[config.mk]
export PLATFORM = sky130hd
export DESIGN_NAME = fader_ctrl
export DESIGN_NICKNAME = d
export VERILOG_FILES = /design/src/rtl/fader_ctrl_pkg.sv /design/src/rtl/fader_ctrl_timer.sv /design/src/rtl/fader_ctrl.sv
export SDC_FILE = /design/constraint.sdc
export NUM_CORES = 1
export LEC_CHECK = 0
export BUFFER_PORTS_ARGS = -buffer_cell sky130_fd_sc_hd__buf_2
export CORE_AREA = 3 3 120 122
export DETAILED_ROUTE_END_ITERATION = 10
export DIE_AREA = 0 0 123 125
export PLACE_DENSITY = 0.77
export SLEW_MARGIN = 0
export SYNTH_ARGS = -nofsm -noshare
export SYNTH_HDL_FRONTEND = slang
export SYNTH_SLANG_ARGS = --single-unit
[constraint.sdc]
create_clock -name clk -period 5.3 [get_ports clk]
set_input_delay 0.795 -clock clk [delete_from_list [all_inputs] [get_ports clk]]
set_output_delay 0.795 -clock clk [all_outputs]
set_load 0.01 [all_outputs]
[src/rtl/fader_ctrl_pkg.sv]
// fader_ctrl_pkg: shared states, result record and constants for the fader scheduler
package fader_ctrl_pkg;
    localparam int DROP_CNT_W = 8;
    localparam int STAT_LAT_W = 16;
    localparam int MIN_PERIOD = 2;
    localparam int RES_T_W = 25;
    localparam int RES_D_W = 16;

    typedef enum logic [1:0] {IDLE, ARMED, START, WAIT_DV} state_t;

    typedef struct packed {
        logic [RES_T_W-1:0] t_index;
        logic [RES_D_W-1:0] zc_real;
        logic [RES_D_W-1:0] zc_imag;
    } result_t;
endpackage

[src/rtl/fader_ctrl_timer.sv]
// fader_ctrl_timer: period down-counter emitting a single-cycle tick every eff_period enabled cycles
module fader_ctrl_timer import fader_ctrl_pkg::*; #(
    parameter int PERIOD_W = 16
) (
    input  logic                clk,
    input  logic                reset,
    input  logic                enable,
    input  logic [PERIOD_W-1:0] period,
    output logic                tick
);
    logic [PERIOD_W-1:0] cnt;
    logic [PERIOD_W-1:0] reload;

    always_comb begin
        reload = (period < PERIOD_W'(MIN_PERIOD)) ? PERIOD_W'(MIN_PERIOD - 1) : period - 1'b1;
        tick = enable && cnt == '0;
    end

    // reload samples period, so a new period lands at the next reload
    always_ff @(posedge clk or posedge reset)
        if (reset)
            cnt <= '0;
        else
            cnt <= (!enable || tick) ? reload : cnt - 1'b1;
endmodule

[src/rtl/fader_ctrl.sv]
// fader_ctrl: fader start sequencer with result register, drop/timeout tracking; stats under FADER_CTRL_STATS_EN
module fader_ctrl import fader_ctrl_pkg::*; #(
    parameter int T_W      = RES_T_W,
    parameter int D_W      = RES_D_W,
    parameter int PERIOD_W = 16,
    parameter int TIMEOUT  = 1023
) (
    input  logic                  clk,
    input  logic                  reset,
    input  logic                  enable,
    input  logic [PERIOD_W-1:0]   period,
    input  logic                  load_t,
    input  logic [T_W-1:0]        t_init,
    input  logic                  clear_err,
    output logic                  fader_start,
    output logic [T_W-1:0]        fader_t_index,
    input  logic                  fader_dv,
    input  logic [D_W-1:0]        fader_zc_real,
    input  logic [D_W-1:0]        fader_zc_imag,
    output logic                  m_valid,
    input  logic                  m_ready,
    output logic [T_W-1:0]        m_t_index,
    output logic [D_W-1:0]        m_zc_real,
    output logic [D_W-1:0]        m_zc_imag,
    output logic                  busy,
    output logic                  timeout_err,
    output logic [DROP_CNT_W-1:0] drop_cnt,
    output logic [31:0]           stat_done,
    output logic [STAT_LAT_W-1:0] stat_max_lat
);
    state_t                state, state_nx;
    logic                  tick, capture, timeout, out_free, drop;
    logic [T_W-1:0]        t_index;
    logic [STAT_LAT_W-1:0] lat;
    result_t               res;

    fader_ctrl_timer #(.PERIOD_W(PERIOD_W)) u_timer (
        .clk    (clk),
        .reset  (reset),
        .enable (enable),
        .period (period),
        .tick   (tick)
    );

    always_comb begin
        capture  = state == WAIT_DV && fader_dv;
        timeout  = state == WAIT_DV && !fader_dv && lat == STAT_LAT_W'(TIMEOUT);
        out_free = !m_valid || m_ready;
        drop     = tick && (state == START || state == WAIT_DV || (state == ARMED && !out_free));
        state_nx = state;
        case (state)
            IDLE:    state_nx = enable ? ARMED : IDLE;
            ARMED:   state_nx = !enable ? IDLE : (tick && out_free) ? START : ARMED;
            START:   state_nx = WAIT_DV;
            WAIT_DV: state_nx = (capture || timeout) ? (enable ? ARMED : IDLE) : WAIT_DV;
            default: state_nx = IDLE;
        endcase
    end

    always_ff @(posedge clk or posedge reset)
        if (reset) begin
            state       <= IDLE;
            t_index     <= '0;
            lat         <= '0;
            res         <= '0;
            m_valid     <= 1'b0;
            timeout_err <= 1'b0;
            drop_cnt    <= '0;
        end else begin
            state <= state_nx;
            if (load_t && (state == IDLE || state == ARMED))
                t_index <= t_init;
            else if (capture)
                t_index <= t_index + 1'b1;
            // first WAIT_DV cycle sees lat=1
            lat <= (state == WAIT_DV) ? lat + 1'b1 : STAT_LAT_W'(1);
            if (capture)
                res <= '{t_index, fader_zc_real, fader_zc_imag};
            m_valid     <= capture || (m_valid && !m_ready);
            timeout_err <= !clear_err && (timeout_err || timeout);
            drop_cnt    <= clear_err ? '0 : (drop && drop_cnt != '1) ? drop_cnt + 1'b1 : drop_cnt;
        end

    assign fader_start   = state == START;
    assign busy          = state == START || state == WAIT_DV;
    assign fader_t_index = t_index;
    assign m_t_index     = res.t_index;
    assign m_zc_real     = res.zc_real;
    assign m_zc_imag     = res.zc_imag;

`ifdef FADER_CTRL_STATS_EN
    always_ff @(posedge clk or posedge reset)
        if (reset) begin
            stat_done    <= '0;
            stat_max_lat <= '0;
        end else if (clear_err) begin
            stat_done    <= '0;
            stat_max_lat <= '0;
        end else if (capture) begin
            stat_done    <= stat_done + 1'b1;
            stat_max_lat <= (lat > stat_max_lat) ? lat : stat_max_lat;
        end
`else
    assign stat_done    = '0;
    assign stat_max_lat = '0;
`endif
endmodule

Word-level counts from Yosys, hierarchy flattened --
Cells that the tools add are included.
Word-level totals: register bits after elaboration 126, bits of input ports 80, output and inout port bits 142, logic and storage cells 62
Operators by class: add/subtract/negate cells 5, $lt $le $gt $ge 1, equal/unequal tests 5, muxes and demuxes 12, reduce and logical (&&, ||, !) cells 29
Operator list (count):
- $mux 25 | 2
- $mux 16 | 3
- $sub 16x1->16 const B | 2
- $add 25x1->25 const B | 1
- $add 16x1->16 const B | 1
- $eq 16x10->1 const B | 1
- $logic_not 16->1 | 1
- $lt 16x2->1 const B | 1
- $mux 8 | 2
- $logic_and 1x1->1 | 11
- $add 8x1->8 const B | 1
- $logic_or 1x1->1 | 8
- $ne 8x8->1 const B | 1
- $pmux 2 s4 | 1
- $logic_not 1->1 | 6
- $mux 2 | 3
- $eq 2x2->1 const B | 2
- $reduce_bool 2->1 | 2
- $eq 2x1->1 const B | 1
- $logic_not 2->1 | 1
- $mux 1 | 1

Longest topological paths before layout --
Gate-level depths: netlist of run 1.
word-level depth 9, mapped depth 7

By module --
A second synthesis of run 1 with hierarchy kept.
Second synthesis, totals: cell total of the unflattened synthesis 743, area total of the unflattened synthesis 6582.6 um2
Modules (own cells, without submodules):
- fader_ctrl | times used 1, cells an instance 608, area each 5347.6 um2, seq. area each 2752.6 um2
- fader_ctrl_timer | times used 1, cells an instance 135, area each 1234.9 um2, seq. area each 400.4 um2

Worst setup path after synthesis of run 1 --
No wires, ideal clock.
kind input to register, start point input port period[0], end point register u_timer.cnt[8], library setup time 128 ps, arrival time 1979 ps, required time 5172 ps, slack 3193 ps, cell stages on the path 7, path buffers 0, path through inv_1 > ha_1 > nor3b_1 > nand2_1 > nor3_1 > xnor2_1 > o22ai_1
On the way: cells in the longest elaborated chain, start to end 3, elaborated cells on any way between the ends 4
RTL lines:
- from (decl) | line fader_ctrl.sv:11 | input logic [PERIOD_W-1:0] period,
- $sub 16x1->16 / $lt 16x2->1 (equally long branches) | line fader_ctrl_timer.sv:15 | reload = (period < PERIOD_W'(MIN_PERIOD)) ? PERIOD_W'(MIN_PERIOD - 1) : period - 1'b1;
- $mux 16 (*) | line fader_ctrl_timer.sv:15
- $mux 16 (*) | line fader_ctrl_timer.sv:24 | cnt <= (!enable || tick) ? reload : cnt - 1'b1;
- to (signal assigned) | line fader_ctrl_timer.sv:24
- to (decl) | line fader_ctrl_timer.sv:11 | logic [PERIOD_W-1:0] cnt;
Mark *: on every way between the ends. The rest lies on a longest branch, timed or not. A chain may end at the register's enable or synchronous reset.

Final worst setup path of run 1 --
start point register state[1], end point register t_index[8] (netlist: fader_t_index[8])
On the way: cells in the longest elaborated chain, start to end 4, elaborated cells on any way between the ends 8
RTL lines:
- from (decl) | line fader_ctrl.sv:31 | state_t state, state_nx;
- from (signal assigned) | line fader_ctrl.sv:70 | state <= state_nx;
- $eq 2x1->1 / $logic_not 2->1 (equally long branches) | line fader_ctrl.sv:71 | if (load_t && (state == IDLE || state == ARMED))
- $logic_or 1x1->1 | line fader_ctrl.sv:71
- $logic_and 1x1->1 | line fader_ctrl.sv:71
- $mux 25 / $reduce_bool 2->1 (equally long branches)
- to (signal assigned) | line fader_ctrl.sv:72 | t_index <= t_init;
- to (signal assigned) | line fader_ctrl.sv:74 | t_index <= t_index + 1'b1;
- to (decl) | line fader_ctrl.sv:33 | logic [T_W-1:0] t_index;
Parallel ways exist; a longest one is shown, timed or not.

==> impl_results.md, run 1 <==
- Netlist cell types: 49
- Initial antenna violation count: 0
- Ys flop type: dfrtp_1
- CTS resizes: 0
- Area delta synth->final: 24.4%
- Yosys warning count: 0
- Final WS setup: 2.96 ns
- Placed cells: 1025
- Post-Layout Cell Count: 1057
- Slew HR: 22.0%
- DIE AREA: 15400 sq um
- Pre-antenna DRT Iters: 4
- Worst Tran Pin Value: 1.16 ns
- Vias in the first global route: 4762
- DP Area: 7200 sq um
- Io pins: 222
- Finish-stage setup viols: 0
- Critical Path AT: 2.58 ns
- RSZ-0062 raised after global routing: false
- Num CTS Buffers: 17
- Layout cell share with drive strength beyond 1: 25.9%
- Post-CTS Setup Inserts: 0
- Cell-by-cell trace of the critical path: and3_2, buf_4, nand2_1, nor3_1, xnor2_1, o21ai_0
- TNS Setup: 0 ns
- Crit. End Element: flop
- Routed length per instance: 14.3 um
- Hold WS: 0.445 ns
- Post-synth ARST share: 100%
- Post-Syn Area per Cell: 9.10 sq um
- Cell count after synthesis: 698
- Final min period: 2.34 ns
- Detail Route Antenna Nets: 0
- GP Congestion: 0.833
- Largest net degree at the start of global routing: 68
- DR vias/cell: 4.97
- Pre-CTS WS: 2.71 ns
- Worst-path clk slew: 0.06 ns
- Cell Pwr Density: 334 nW/um^2
- Initial Utilization: 47.8%
- Core box area: 13300 sq um
- Post-DP HPWL: 10600 um
- Clock sink total: 126
- Leakage: 4.05 nW
- CTS H-Tree Depth: 4
- Status: complete, no violations
- # diodes: 0
- IR drop worst, VDD: 0.000214 V
- Post-route cell area: 7900 sq um
- Max-cap viol count: 0
- CP Max Fanout: 57
- Site Rows: 42
- EDFF count, synth: 0
- Via count: 5253
- Worst min-delay path category: in2async
- # hold bufs at CTS: 0
- #FFs+latches synth: 126
- Max Buffers Root-to-Sink: 2
- CTS tree: built
- Post-synthesis sequential area ratio: 49.6%
- Congestion Overflow GR: 0
- Endpoints failing hold: 0
- Die height: 125 um
- Setup Skew: 0.00651 ns
- Root buffer cell: clkbuf_16
- First-pass GRT wire length: 23900 um
- Max Slew Vio Count: 0
- Worst EP required: 5.54 ns
- Final worst-path cycle share: 44.1%
- Initial drt markers: 339
- I/O Buffers: 173
- Startpoint Class: flop
- Worst-skew pair later-pin latency: 0.42 ns
- Wirelength, routed: 15200 um
- CP max stage cell: dfrtp_1
- Die span in x: 123 um
- Crit Path Category: reg2reg
- DRC: 0
- Total track usage: 19.7%
- Largest stage delay, worst path: 0.58 ns
- Nets: 954
- Post-Syn Area: 6350 sq um
- FMAX: 428 MHz
-- stage by stage --
step	util, %	power, mW
after floorplan	-	1.21
after global placement	54.2	1.26
after detailed placement	54.2	1.27
after CTS	59.4	2.66
after global routing	59.4	2.73
final	59.4	2.64
-- worst paths after layout --
kind                                     startpoint                           end  slack (ns)  depth (start not counted)
setup / recovery                 state[1]$_DFF_PP0_  fader_t_index[8]$_DFFE_PP0P_        2.96                          6
hold / removal                                reset       drop_cnt[7]$_DFFE_PP0P_        0.44                          2
setup reg to reg                 state[1]$_DFF_PP0_  fader_t_index[8]$_DFFE_PP0P_        2.96                          6
hold reg to reg            m_t_index[1]$_DFFE_PP0P_      m_t_index[1]$_DFFE_PP0P_        0.47                          2
max in group asynchronous                     reset              lat[7]$_DFF_PP0_        3.90                          3
min in group clk           m_t_index[1]$_DFFE_PP0P_      m_t_index[1]$_DFFE_PP0P_        0.47                          2
-- logic make-up after synthesis --
| kind of cell | share of synthesized area, % |
|---|---|
| AOI/OAI and AO/OA | 6.28 |
| xor gates and xnor gates | 7.86 |
| adders and majority gates | 1.18 |
| buffers and inverters | 8.07 |
| DFF | 49.6 |
| other | 0.0590 |
| and+or+nand+nor | 26.9 |
-- synth_stat cells, types with 4 or more instances --
library cell	n	area [sq um]
nand2_1	204	766
o21ai_0	21	105
nand3_1	40	200
nand4_1	12	75.1
buf_4	48	360
ha_1	6	75.1
buf_2	5	25.0
nor2b_1	6	37.5
dfrtp_1	126	3150
xor2_1	33	289
nor3_1	14	70.1
a21oi_1	9	45.0
xnor2_1	24	210
o22ai_1	15	93.8
nor4_4	4	85.1
clkbuf_1	14	52.6
nor4_1	5	31.3
inv_1	13	48.8
o311ai_0	4	35.0
and3_1	7	43.8
buf_1	7	26.3
nor2_1	40	150
o211ai_1	6	45.0
-- state kept, by name, indices dropped and copies added (netlist names) --
signal and cells:
fader_t_index 25, m_t_index 25, lat 16, m_zc_imag 16
m_zc_real 16, u_timer.cnt 16, drop_cnt 8, state 2
m_valid 1, timeout_err 1
-- power breakdown --
part,total (mW),internal [mW],switching (mW)
sequential,1.05,0.996,0.0519
clock,1.39,0.943,0.442
combinational,0.204,0.0840,0.120
-- cells in the final DEF (no fill, tap or decap), drive strengths merged, types with 2 or more instances in the layout --
master / n
or2: 2
nor2: 41
nor4: 10
xor2: 33
clkbuf: 18
ha: 6
o22ai: 15
buf: 178
nand4b: 2
and3b: 2
nand4: 14
clkinv: 3
nand2b: 2
o21ai: 21
and3: 7
nor2b: 6
bufinv: 7
nand3b: 2
xnor2: 24
a221o: 2
inv: 15
nand2: 204
nor3b: 2
nand3: 40
clkinvlp: 2
conb: 48
or3: 2
nor3: 14
dfrtp: 126
or4: 2
a21oi: 9
nor4b: 3
o211ai: 6
o311ai: 4
-- critical path, delay by kind of cell (launching register included) --
kind,cells,cell delay (ns)
AND/OR/NAND/NOR,3,0.79
XOR/XNOR,1,0.14
AO/OA/AOI/OAI,1,0.10
buffers and inverters,1,0.53
flip-flops,1,0.58
-- per-layer routing --
layer  routed length, um  share of wire [%]  GRT usage [%]
met4                 323                2.1           8.14
met2                7530                 50           31.6
met3                 920                6.1           4.20
met5                   0                  0              0
met1                6390                 42           25.8
-- cell type report --
type	instances	area [sq um]
Clock inverter	14	262
Timing Repair Buffer	178	903
Tap cell	176	220
Inverter	13	51.3
Fill cell	1176	5390
Clock buffer	18	439
Multi-Input combinational cell	532	2870
Sequential cell	126	3150
No activity file was read; power rests on OpenSTA's default activity.
==> run 2: changes to the inputs <==
Clock period 5.3 ns to 2.3 ns, I/O delays scaled along.
==> run 2 against run 1 <==
Core utilization down 0.73 points. Maximum frequency up 20%. Clock skew up 0.0029 ns. Highest routed layer unchanged. Largest cell class unchanged. Via count up 0.97%. First-iteration DRC count down 30%. Combinational power up 140%. Die area unchanged. Hold slack worse by 0.33 ns.
==> impl_results.md, run 2 (same netlist as run 1, synthesis figures left out) <==
- Register share of total power: 46.0% (+6.3 points)
- Worst EP required: 2.57 ns (-2.97 ns)
- CTS resizes: 0 (unchanged)
- Site Rows: 42 (unchanged)
- # hold bufs at CTS: 0 (unchanged)
- Initial drt markers: 237 (-30%)
- CTS tree: built
- First-pass GRT wire length: 24800 um (+3.6%)
- Setup Skew: 0.00944 ns (+0.00292 ns)
- Commonest non-fill, non-tap cell in the layout: nand2_1
- Commonest cells after routing, fill and taps aside: nand2_1, buf_2, dfrtp_1
- Final Total Pwr: 5.25 mW (+99%)
- Worst-path clk slew: 0.05 ns (about the same)
- Cell Pwr Density: 672 nW/um^2 (+100%)
- Pre-CTS WS: 0.371 ns (-2.34 ns)
- Max Buffers Root-to-Sink: 2 (unchanged)
- GP Congestion: 0.878 (+5.4%)
- CTS H-Tree Depth: 4 (unchanged)
- Worst Tran Pin Value: 0.661 ns (-0.503 ns)
- Root buffer cell: clkbuf_16
- Final WS setup: 0.356 ns (-2.61 ns)
- Util after Layout: 58.7% (-0.73 points)
- Wirelength, routed: 15300 um (+1.1%)
- Initial antenna violation count: 1 (+1)
- DRC: 0 (unchanged)
- RSZ-0062 raised after global routing: false
- Crit Path Category: reg2reg
- Worst min-delay path category: in2async
- Via count: 5304 (+0.97%)
- DR vias/cell: 4.97 (about the same)
- Largest stage delay, worst path: 0.48 ns (-0.10 ns)
- I/O Buffers: 173 (unchanged)
- Num CTS Buffers: 17 (unchanged)
- Pre-antenna DRT Iters: 5 (+1)
- FMAX: 515 MHz (+20%)
- CP max stage cell: dfrtp_1
- Clk pwr share: 44.8% (-7.7 points)
- Post-DP HPWL: 11000 um (+3.3%)
- TNS Setup: 0 ns (unchanged)
- CP Max Fanout: 7 (-88%)
- Final min period: 1.94 ns (-0.394 ns)
- Hold WS: 0.117 ns (-0.328 ns)
- Congestion Overflow GR: 0 (unchanged)
- Routed length per instance: 14.4 um (+0.16%)
- Post-CTS Setup Inserts: 0 (unchanged)
- Leakage: 4.00 nW (-1.1%)
- Endpoints failing hold: 0 (unchanged)
- Worst-skew pair later-pin latency: 0.41 ns (about the same)
- Final worst-path cycle share: 84.5% (+40 points)
- Critical Path AT: 2.22 ns (-0.36 ns)
- Comb power frac: 9.2% (+1.4 points)
- Area of the multi-input gates: 2870 sq um (unchanged)
- Layout cell share with drive strength beyond 1: 26.4% (+0.52 points)
- Clock sink total: 126 (unchanged)
- Die height: 125 um (unchanged)
- Storage element area: 3150 sq um (unchanged)
- Filler cell count in the final layout: 1205 (+2.5%)
- Core box area: 13300 sq um (unchanged)
- IR drop worst, VDD: 0.000452 V (+110%)
- Detail Route Antenna Nets: 0 (unchanged)
- Crit. End Element: flop
- Initial Utilization: 47.8% (unchanged)
- Max Slew Vio Count: 0 (unchanged)
- Total track usage: 20.2% (+0.57 points)
- Status: complete, no violations
- Finish-stage setup viols: 0 (unchanged)
- Cell-by-cell trace of the critical path: ha_1, nand3_1, nor2_1, nand2_1, o211ai_1, o311ai_0
- Switching power: 1.36 mW (+120%)
- Startpoint Class: flop
- P_int: 3.88 mW (+92%)
- Area delta synth->final: 22.8%
- Switch share: 26.0% (+2.7 points)
- Die span in x: 123 um (unchanged)
- Largest net degree at the start of global routing: 127 (+87%)
- Nets: 963 (+0.94%)
- Vias in the first global route: 4967 (+4.3%)
- Io pins: 222 (unchanged)
- DIE AREA: 15400 sq um (unchanged)
- Max-cap viol count: 0 (unchanged)
- Slew HR: 55.9% (+34 points)
## run 2: changes by cell type in the layout (fill, tap and decap cells not counted), sizes merged
cell	before	now
buf	178	187
bufinv	7	0
clkinv	3	7
clkinvlp	2	6
inv	15	12
clkbuf	18	20
diode	0	1
## run 2: stage by stage
stage               std cells  cell area [sq um]
finish                   1067               7800
global route             1067               7800
CTS                      1066               7800
detailed placement       1034               7280
global placement         1034               7280
floorplan                 745               6530
## run 2: metal layers
metal | GRT usage, % | wire (um)
met1 | 26.7 | 6470
met2 | 32.1 | 7500
met3 | 4.79 | 1070
met4 | 8.21 | 282
met5 | 0 | 0
## run 2: final timing paths
path / slack [ns] / to / cells past startpoint / startpoint
worst max register to register: 0.36 / fader_t_index[12]$_DFFE_PP0P_ / 6 / fader_t_index[0]$_DFFE_PP0P_
worst min-delay path: 0.12 / u_timer.cnt[2]$_DFF_PP0_ / 3 / reset
worst min register to register: 0.47 / m_t_index[9]$_DFFE_PP0P_ / 2 / m_t_index[9]$_DFFE_PP0P_
worst max-delay path: 0.36 / fader_t_index[12]$_DFFE_PP0P_ / 6 / fader_t_index[0]$_DFFE_PP0P_
max in group asynchronous: 1.68 / m_t_index[8]$_DFFE_PP0P_ / 3 / reset
min in group clk: 0.12 / m_zc_imag[6]$_DFFE_PP0P_ / 3 / fader_zc_imag[6]
## run 2: critical path: cells and delay by family, from the launching register on
family	cells	cell delay (ns)
simple gates	3	0.72
flops	1	0.48
compound gates	2	0.34
fa+ha+maj	1	0.25
## run 2: power groups by stage
stage	sequential, mW	clock (mW)	combinational [mW]
final	2.41	2.35	0.483
after global routing	2.43	2.51	0.538
after CTS	2.41	2.39	0.485
after detailed placement	2.45	0	0.482
after global placement	2.45	0	0.475
after floorplan	2.45	0	0.329
## run 2: layout make-up
class                   count  share of cell area (%)
flip-flops and latches    126                    40.4
multi-input cells         532                    36.8
repair buffers            187                    12.6
clock buffers              20                    5.72
well taps                 176                    2.82
clock inverters            12                   0.930
inverters                  13                   0.673
diodes                      1                  0.0321
==> run 3: changes to the inputs <==
Clock period 2.3 ns to 1.8 ns, I/O delays scaled along.
==> run 3 against run 2 <==
Final cell count grew 2.4%. Design area grew 4.5%. Register-to-register slack lost 0.31 ns. Critical path depth grew 1. Count of clock-buffer cells in the layout shrank 2. Core utilization grew 2.6 points.
==> impl_results.md, run 3 (same netlist as run 1, synthesis figures left out) <==
- Die height: 125 um (unchanged)
- CTS H-Tree Depth: 4 (unchanged)
- Register share of total power: 42.3% (-3.7 points)
- DRC: 0 (unchanged)
- Routed length per instance: 14.4 um (+0.57%)
- Nets: 990 (+2.8%)
- Critical Path AT: 2.05 ns (-0.17 ns)
- Worst min-delay path category: in2async
- Congestion Overflow GR: 0 (unchanged)
- Wirelength, routed: 15800 um (+3.0%)
- P_int: 5.45 mW (+40%)
- Comb power frac: 9.8% (+0.6 points)
- Endpoints failing hold: 0 (unchanged)
- Final worst-path cycle share: 97.6% (+13 points)
- Cell-by-cell trace of the critical path: inv_1, ha_2, and4bb_2, nand4_4, nor4_1, xnor2_1, nor2_1
- Largest net degree at the start of global routing: 127 (unchanged)
- Finish-stage setup viols: 0 (unchanged)
- CP Max Fanout: 8 (+1)
- Setup Skew: 0.00602 ns (-0.00342 ns)
- Via count: 5458 (+2.9%)
- Max Slew Vio Count: 0 (unchanged)
- Crit. End Element: flop
- Pre-CTS WS: -0.0507 ns (-0.422 ns)
- Hold WS: 0.0427 ns (-0.0739 ns)
- Slew HR: 54.5% (-1.4 points)
- DR vias/cell: 4.99 (+0.46%)
- Initial drt markers: 357 (+51%)
- Routed wire length on met3: 1070 um (+0.19%)
- Final WS setup: 0.0428 ns (-0.314 ns)
- Worst-skew pair later-pin latency: 0.41 ns (about the same)
- Layout cell share with drive strength beyond 1: 30.0% (+3.6 points)
- IR drop worst, VDD: 0.000597 V (+32%)
- Reg2reg setup slack: 0.04 ns (-0.31 ns)
- # diodes: 0 (-1)
- Clock sink total: 126 (unchanged)
- Die span in x: 123 um (unchanged)
- Post-DP HPWL: 11300 um (+3.5%)
- I/O Buffers: 173 (unchanged)
- Max Buffers Root-to-Sink: 2 (unchanged)
- Post-Layout Cell Count: 1093 (+2.4%)
- Switching power: 1.80 mW (+32%)
- Kind of cell adding the most delay to the critical path: simple AND/OR/NAND/NOR gates
- CTS tree: built
- Initial antenna violation count: 0 (-1)
- Num CTS Buffers: 17 (unchanged)
- Worst Tran Pin Value: 0.682 ns (+0.0206 ns)
- Worst EP required: 2.10 ns (-0.47 ns)
- Cell Pwr Density: 889 nW/um^2 (+32%)
- Met1 Wirelength: 6380 um (-1.4%)
- Vias in the first global route: 5101 (+2.7%)
- Max-cap viol count: 0 (unchanged)
- # hold bufs at CTS: 0 (unchanged)
- FMAX: 569 MHz (+11%)
- Startpoint Class: flop
- Initial Utilization: 47.8% (unchanged)
- GP Congestion: 0.835 (-5.0%)
- Core box area: 13300 sq um (unchanged)
- Final min period: 1.76 ns (-0.186 ns)
- Commonest cells after routing, fill and taps aside: nand2_1, buf_2, dfrtp_1
- Pre-antenna DRT Iters: 7 (+2)
- Top sig layer: met4
- Final Total Pwr: 7.25 mW (+38%)
- Util after Layout: 61.3% (+2.6 points)
- DIE AREA: 15400 sq um (unchanged)
- Io pins: 222 (unchanged)
- CP max stage cell: dfrtp_1
- Crit Path Category: reg2reg
- Largest stage delay, worst path: 0.38 ns (-0.10 ns)
- Status: complete, no violations
- Detail Route Antenna Nets: 0 (unchanged)
- Total track usage: 20.5% (+0.23 points)
- Worst-path clk slew: 0.05 ns (about the same)
- Area delta synth->final: 28.3%
- Switch share: 24.8% (-1.2 points)
- Placed cells: 1055 (+2.0%)
- Root buffer cell: clkbuf_16
- DR WL met2: 8060 um (+7.4%)
- Commonest non-fill, non-tap cell in the layout: nand2_1
- First-pass GRT wire length: 24900 um (+0.42%)
- WP buf/inv: 1 (+1)
- RSZ-0062 raised after global routing: true
- Clk pwr share: 48.0% (+3.2 points)
- Site Rows: 42 (unchanged)
- Leakage: 4.20 nW (+5.0%)
run 3: worst paths after layout:
check                                          start                            to  cells after the start
setup / recovery            u_timer.cnt[0]$_DFF_PP0_       drop_cnt[6]$_DFFE_PP0P_                      7
hold / removal                                 reset       drop_cnt[0]$_DFFE_PP0P_                      3
setup reg to reg            u_timer.cnt[0]$_DFF_PP0_       drop_cnt[6]$_DFFE_PP0P_                      7
hold reg to reg            m_zc_imag[14]$_DFFE_PP0P_     m_zc_imag[14]$_DFFE_PP0P_                      2
max in group asynchronous                      reset  fader_t_index[1]$_DFFE_PP0P_                      3
min in group clk                    fader_zc_imag[2]      m_zc_imag[2]$_DFFE_PP0P_                      3
run 3: final cells by class:
cell class              count  area (sq um)
clock buffers              18           439
clock inverters            14           169
fillers                  1141          5140
inverters                  13          52.6
multi-input cells         532          2910
flip-flops and latches    126          3160
well taps                 176           220
repair buffers            214          1210
run 3: what timing repair did:
action,in CTS,in global routing
endpoints found under the hold margin,0,0
buffers inserted,2,4
gates resized for setup,2,12
pin swaps,1,5
endpoints found under the setup margin,4,28
run 3: power by group through the flow:
stage	clock [mW]	sequential, mW	combinational (mW)
after detailed placement	0	3.11	0.685
final	3.48	3.06	0.709
after floorplan	0	3.13	0.420
after CTS	3.54	3.06	0.696
after global routing	3.68	3.08	0.786
after global placement	0	3.10	0.670
run 3: worst register-to-register path, delay by kind of cell (launching register included):
kind / cells / cell delay (ns)
adders and majority gates: 1 / 0.17
and+or+nand+nor: 4 / 0.84
DFF: 1 / 0.38
buffers and inverters: 1 / 0.08
xor gates and xnor gates: 1 / 0.16
run 3: metal layers:
metal,vias up,GRT usage [%]
li1,2658,-
met1,2570,25.9
met2,207,34.5
met3,23,4.70
met4,0,6.78
met5,-,0
run 3: stage by stage:
step,TNS (ns),instance area [sq um]
final,0,8150
after global routing,-0.408,8150
after CTS,0,8080
after detailed placement,-0.104,7450
after global placement,0,7450
after floorplan,-2.93,6530
